<file path="src/rtl/serial_adder.sv">
// Digit-serial adder/subtractor: adds DIGIT bits per clock, LSB digit first,
// and publishes sum, carry-out and signed overflow after WIDTH/DIGIT cycles.
module serial_adder #(
  parameter int WIDTH = 8,
  parameter int DIGIT = 1
) (
  input  logic             clk,
  input  logic             rst,
  input  logic             start,
  input  logic             sub,
  input  logic [WIDTH-1:0] a,
  input  logic [WIDTH-1:0] b,
  input  logic             ci,
  output logic             busy,
  output logic             done,
  output logic [WIDTH-1:0] s,
  output logic             co,
  output logic             ovf
);

  localparam int K  = WIDTH / DIGIT;
  localparam int CW = (K > 1) ? $clog2(K) : 1;
  localparam logic [CW-1:0] LAST = CW'(K - 1);

  typedef enum logic [1:0] {IDLE, RUN, DONE} state_t;

  state_t           state_q, state_d;
  logic [WIDTH-1:0] a_q, a_d;
  logic [WIDTH-1:0] b_q, b_d;
  logic [WIDTH-1:0] acc_q, acc_d;
  logic [WIDTH-1:0] s_q, s_d;
  logic             carry_q, carry_d;
  logic             co_q, co_d;
  logic             ovf_q, ovf_d;
  logic [CW-1:0]    cnt_q, cnt_d;

  logic [DIGIT-1:0] sum_dig;
  logic [DIGIT:0]   c;

  // One digit of ripple-carry full adders fed from the low end of the operand shifters
  assign c[0] = carry_q;
  for (genvar gi = 0; gi < DIGIT; gi++) begin : g_fa
    assign sum_dig[gi] = a_q[gi] ^ b_q[gi] ^ c[gi];
    assign c[gi+1]     = (a_q[gi] & b_q[gi]) | (c[gi] & (a_q[gi] ^ b_q[gi]));
  end

  always_comb begin
    state_d = state_q;
    a_d     = a_q;
    b_d     = b_q;
    acc_d   = acc_q;
    s_d     = s_q;
    carry_d = carry_q;
    co_d    = co_q;
    ovf_d   = ovf_q;
    cnt_d   = cnt_q;
    case (state_q)
      IDLE, DONE: begin
        state_d = IDLE;
        if (start) begin
          // Subtraction is a + ~b + ~ci, so invert at capture time
          state_d = RUN;
          a_d     = a;
          b_d     = sub ? ~b : b;
          carry_d = sub ? ~ci : ci;
          acc_d   = '0;
          cnt_d   = '0;
        end
      end
      RUN: begin
        a_d     = a_q >> DIGIT;
        b_d     = b_q >> DIGIT;
        acc_d   = WIDTH'({sum_dig, acc_q} >> DIGIT);
        carry_d = c[DIGIT];
        cnt_d   = cnt_q + 1'b1;
        if (cnt_q == LAST) begin
          state_d = DONE;
          s_d     = acc_d;
          co_d    = c[DIGIT];
          ovf_d   = c[DIGIT] ^ c[DIGIT-1];
        end
      end
      default: state_d = IDLE;
    endcase
  end

  always_ff @(posedge clk) begin
    if (rst) begin
      state_q <= IDLE;
      a_q     <= '0;
      b_q     <= '0;
      acc_q   <= '0;
      s_q     <= '0;
      carry_q <= 1'b0;
      co_q    <= 1'b0;
      ovf_q   <= 1'b0;
      cnt_q   <= '0;
    end else begin
      state_q <= state_d;
      a_q     <= a_d;
      b_q     <= b_d;
      acc_q   <= acc_d;
      s_q     <= s_d;
      carry_q <= carry_d;
      co_q    <= co_d;
      ovf_q   <= ovf_d;
      cnt_q   <= cnt_d;
    end
  end

  assign busy = (state_q == RUN);
  assign done = (state_q == DONE);
  assign s    = s_q;
  assign co   = co_q;
  assign ovf  = ovf_q;

endmodule

</file>
<file path="config.mk">
export PLATFORM = sky130hd
export DESIGN_NAME = serial_adder
export DESIGN_NICKNAME = d
export VERILOG_FILES = /design/src/rtl/serial_adder.sv
export SDC_FILE = /design/constraint.sdc
export NUM_CORES = 1
export LEC_CHECK = 0
export BUFFER_PORTS_ARGS = -buffer_cell sky130_fd_sc_hd__buf_4
export CORE_MARGIN = 10
export CORE_UTILIZATION = 30
export DETAILED_ROUTE_END_ITERATION = 7
export GPL_TIMING_DRIVEN = 0
export PLACE_DENSITY = 0.55
export SYNTH_ARGS = -nofsm -noshare
export SYNTH_HDL_FRONTEND = slang
export SYNTH_SLANG_ARGS = --single-unit
</file>
<file path="constraint.sdc">
create_clock -name clk -period 2.55 [get_ports clk]
set_input_delay 0.51 -clock clk [delete_from_list [all_inputs] [get_ports clk]]
set_output_delay 0.51 -clock clk [all_outputs]
set_load 0.05 [all_outputs]
</file>
Yosys cells after proc, flatten, opt, wreduce, memory -nomap -nowiden

Index checks and enable logic that the tools add are counted.
W data, S select, Z words.

Output and inout bits: 12
Register bits: 40
Word-level logic and storage cells: 43

Reductions and logical operators: 5
Bitwise logic cells: 8
Equality and inequality tests: 5
Add/subtract/negate cells: 1
Mux-type cells: 15

Operator list:

| kind                  | number |
|---|---|
| $pmux W8 S2           | 3 |
| $mux W8               | 4 |
| $not A8 Y8            | 1 |
| $pmux W3 S2           | 1 |
| $pmux W2 S2           | 1 |
| $reduce_and A2 Y1     | 2 |
| $add A3 B1 Y3 const B | 1 |
| $eq A3 B3 Y1 const B  | 1 |
| $mux W1               | 3 |
| $mux W3               | 1 |
| $xor A1 B1 Y1         | 3 |
| $and A1 B1 Y1         | 2 |
| $eq A2 B1 Y1 const B  | 1 |
| $eq A2 B2 Y1 const B  | 1 |
| $logic_not A2 Y1      | 1 |
| $mux W2               | 1 |
| $ne A2 B1 Y1 const B  | 1 |
| $ne A2 B2 Y1 const B  | 1 |
| $pmux W1 S2           | 1 |
| $reduce_bool A2 Y1    | 1 |
| $reduce_or A2 Y1      | 1 |
| $not A1 Y1            | 1 |
| $or A1 B1 Y1          | 1 |

Logic depth before layout (Yosys ltp)

Depth in word-level cells: 4
Gate-level depth with buffers: 6
Depth with buffers taken out: 5

Worst setup path before layout

OpenSTA, ideal clock, no wires.

Path kind: register to output
Start: reg state_q[1]
End: out done
Buffers on the path: 0
Data arrival time: 1,037 ps
Required time: 2,040 ps
Path slack: 1,003 ps
Cell stages (with the launch flop): 2
Path through: dfxtp_1 -> nor2b_1

Longest elaborated chain between the ends: 1

RTL lines:

| what                   | line | source |
|---|---|---|
| start, declared        | 27   | `state_t state_q, state_d;` |
| start signal, assigned | 99   | `state_q <= state_d;` |
| $eq A2 B2 Y1           | 112  | `assign done = (state_q == DONE);` |
| end, declared          | 15   | `output logic done,` |

Every way passes these cells.

Worst setup path after layout

Start: reg state_q[0]
End: out busy

Longest elaborated chain between the ends: 1

RTL lines:

| what          | line | source |
|---|---|---|
| $eq A2 B1 Y1  | 111  | `assign busy = (state_q == RUN);` |
| end, declared | 14   | `output logic busy,` |

Every way passes these cells.

==> reports/results.ini <==
[yosys]
synth_top_area_share_pct = 48.2
synth_area_um2 = 1620
syn_inst = 188
synth_common_cells = 39 x dfxtp_1, 36 x a21oi_1, 29 x nand2_1
yosys.area.top_type = dfxtp_1
ys_dominant_reg_cell = dfxtp_1
synth.avg_cell_area_um2 = 8.61
synthArstFlopShare_pct = 0
synth-edff-count = 0
synth_most_common_cell = dfxtp_1
ys_seq_area_share_pct = 48.2
ys_types = 20
synth_nets = 212
synth_warnings = 0
ys_top_cells_by_area = dfxtp_1 48%, a21oi_1 11%, nand3_1 8.3%
synth-seq-cells = 39

[timing]
setup_violations = 0
max-slew-margin-rel_pct = 68.0
grt_setup_unrepaired = false
hold_viol = 0
min_period_ns = 1.94
timing.final.max_slew_violations = 0
tightestPinTransition_ns = 0.480
fin_crit_sh_pct = 76.0
fmax_mhz = 516
fin_tns_setup_ns = 0
worst_clock_skew_ns = 0.0102
setup_slack_ns = 0.611
whs_ns = 0.456

[worst_setup_path]
reg2reg_setup_slack_ns = 1.16
crit_required_ns = 2.04
crit_fanout = 10
r2r-start = cnt_q[0]
start_kind = register
path_class = register to output port
cpPeakStageDelay_ns = 0.40
cp.arrival_ns = 1.43
reg2reg_to = ovf
cp_cell_sequence = nand2b_1 -> inv_2 -> buf_2 -> buf_4
slowest_stage = dfxtp_1
crit_path_end = busy
crit_path_end_kind = output port
reg2reg_depth = 5
timing.critical_path.from = state_q[0]

[power]
intPower_mw = 0.993
pwr-share-seq_pct = 49.0
switching_power_mw = 0.331
leakagePower_nw = 0.796
powerDensity_nw_per_um2 = 647
switching_share_pct = 25.0
pwr-share-clk_pct = 39.1
ir_drop_mv = 0.196
p_comb_share_pct = 11.9

[cells_and_area]
final_core_util_pct = 39.5
drive_above_1_share_pct = 23.0
diodes = 0
nets = 249
syn2layout_area_growth_pct = 26.3
final_area_um2 = 2040

[cts]
numCtsBuffers = 5
hold_buffers = 0
ctsResizeCount = 0
cts_setup_buffers = 0
clockRootBuffer = clkbuf_8
clk_path_buf_depth = 2
htreeDepth = 2
worstSkewPairLatency_ns = 0.30
tritoncts = done
clkSlewWorstSetupHoldPaths_ns = 0.07
clock_sinks = 39

[route]
wl_per_cell_um = 13.2
dr.pass1.iters = 4
ant_nets = 0
via_per_inst = 4.70
drtIter0Drc = 33
drc = 0
vias = 1391
routed_wl_um = 3910

[global_route]
grt_pass1_vias = 1535
track_usage_pct = 9.51
antenna_found_initial = 0
grt_pass1_wl_um = 6870
grt_start_max_net_pins = 14
overflow = 0

[place]
gp_congestion = 0.746
dpl.hpwl_um = 2770
place_area_um2 = 1930
dp_slack_ns = 0.932
io_buffer_count = 30

[floorplan]
die_h_um = 93.5
die_area_um2 = 8740
core_area_um2 = 5170
start_util_pct = 31.3
fp.dieW_um = 93.5
rows = 26
io-pin-count = 33

[run_status]
status = finished clean

[run]
cap_violations = 0

[hold_path]
hp-class = register to register

==> critical path: cells and delay by family, from the launching register on <==
family	cells	cell delay (ns)
DFF	1	0.40
and+or+nand+nor	1	0.11
buffers and inverters	3	0.62
==> sequential cells by signal, indices dropped and copies added, names as in the netlist <==
register	count
carry_q	1
a_q	8
co	1
b_q	8
state_q	2
cnt_q	3
acc_q	7
ovf	1
s	8
==> power groups by stage <==
| stage | clock [mW] | combinational, mW | sequential [mW] |
|---|---|---|---|
| final | 0.517 | 0.158 | 0.648 |
| after global routing | 0.550 | 0.179 | 0.653 |
| after CTS | 0.535 | 0.160 | 0.649 |
| after detailed placement | 0 | 0.160 | 0.663 |
| after global placement | 0 | 0.159 | 0.662 |
| after floorplan | 0 | 0.106 | 0.659 |
==> worst min-delay path by stage <==
stage              from  endpoint  slack (ns)  depth (start not counted)
3_3_place_gp       s[2]      s[2]        0.44                          2
6_report           s[0]      s[0]        0.46                          2
5_1_grt        acc_q[1]      s[0]        0.48                          2
2_1_floorplan  acc_q[1]      s[0]        0.43                          2
4_1_cts        acc_q[1]      s[0]        0.46                          2
3_5_place_dp   acc_q[1]      s[0]        0.45                          2
==> cell families (layout without fill, tap and decap cells) <==
logic type | Yosys count | after routing | synth area share [%]
compound gates | 53 | 53 | 19.0
fa+ha+maj | 3 | 3 | 2.78
buf+inv | 17 | 55 | 5.87
simple gates | 66 | 66 | 18.7
xor+xnor | 10 | 10 | 5.41
flops | 39 | 39 | 48.2
==> stage by stage <==
stage | instances | power, mW
floorplan | 188 | 0.766
detailed placement | 288 | 0.822
finish | 296 | 1.32
global route | 296 | 1.38
CTS | 296 | 1.34
global placement | 288 | 0.822
==> cell type report <==
| class | count | area, um2 |
|---|---|---|
| buffer | 16 | 91.3 |
| clock buffer | 5 | 68.8 |
| clock inverter | 3 | 43.8 |
| fill | 569 | 3130 |
| inverter | 1 | 3.75 |
| multi-input combinational | 132 | 743 |
| sequential | 39 | 781 |
| tap | 70 | 87.6 |
| timing repair buffer | 30 | 225 |
==> metal layers <==
layer	up-vias	global-route usage (%)	routed length, um
li1	725	-	-
met1	627	11.1	1850
met2	33	15.8	1780
met3	6	3.44	245
met4	0	3.08	33
met5	-	0	0
==> cell usage in the layout (no fill, tap or decap) <==
master and n:
a21oi_1 36, buf_2 7, inv_2 1, xnor2_1 1, a211oi_1 1, nand2b_1 3, nand3b_1 1, xor2_1 9
bufinv_16 1, clkbuf_8 5, fa_1 1, o21a_1 1, a22oi_1 15, nand2_1 29, and3b_1 1, nor2_1 3
ha_1 2, clkinv_4 1, dfxtp_1 39, buf_4 36, clkbuf_1 3, clkinv_2 1, nand3_1 27, nor2b_1 2
No activity file was read; power rests on OpenSTA's default activity.
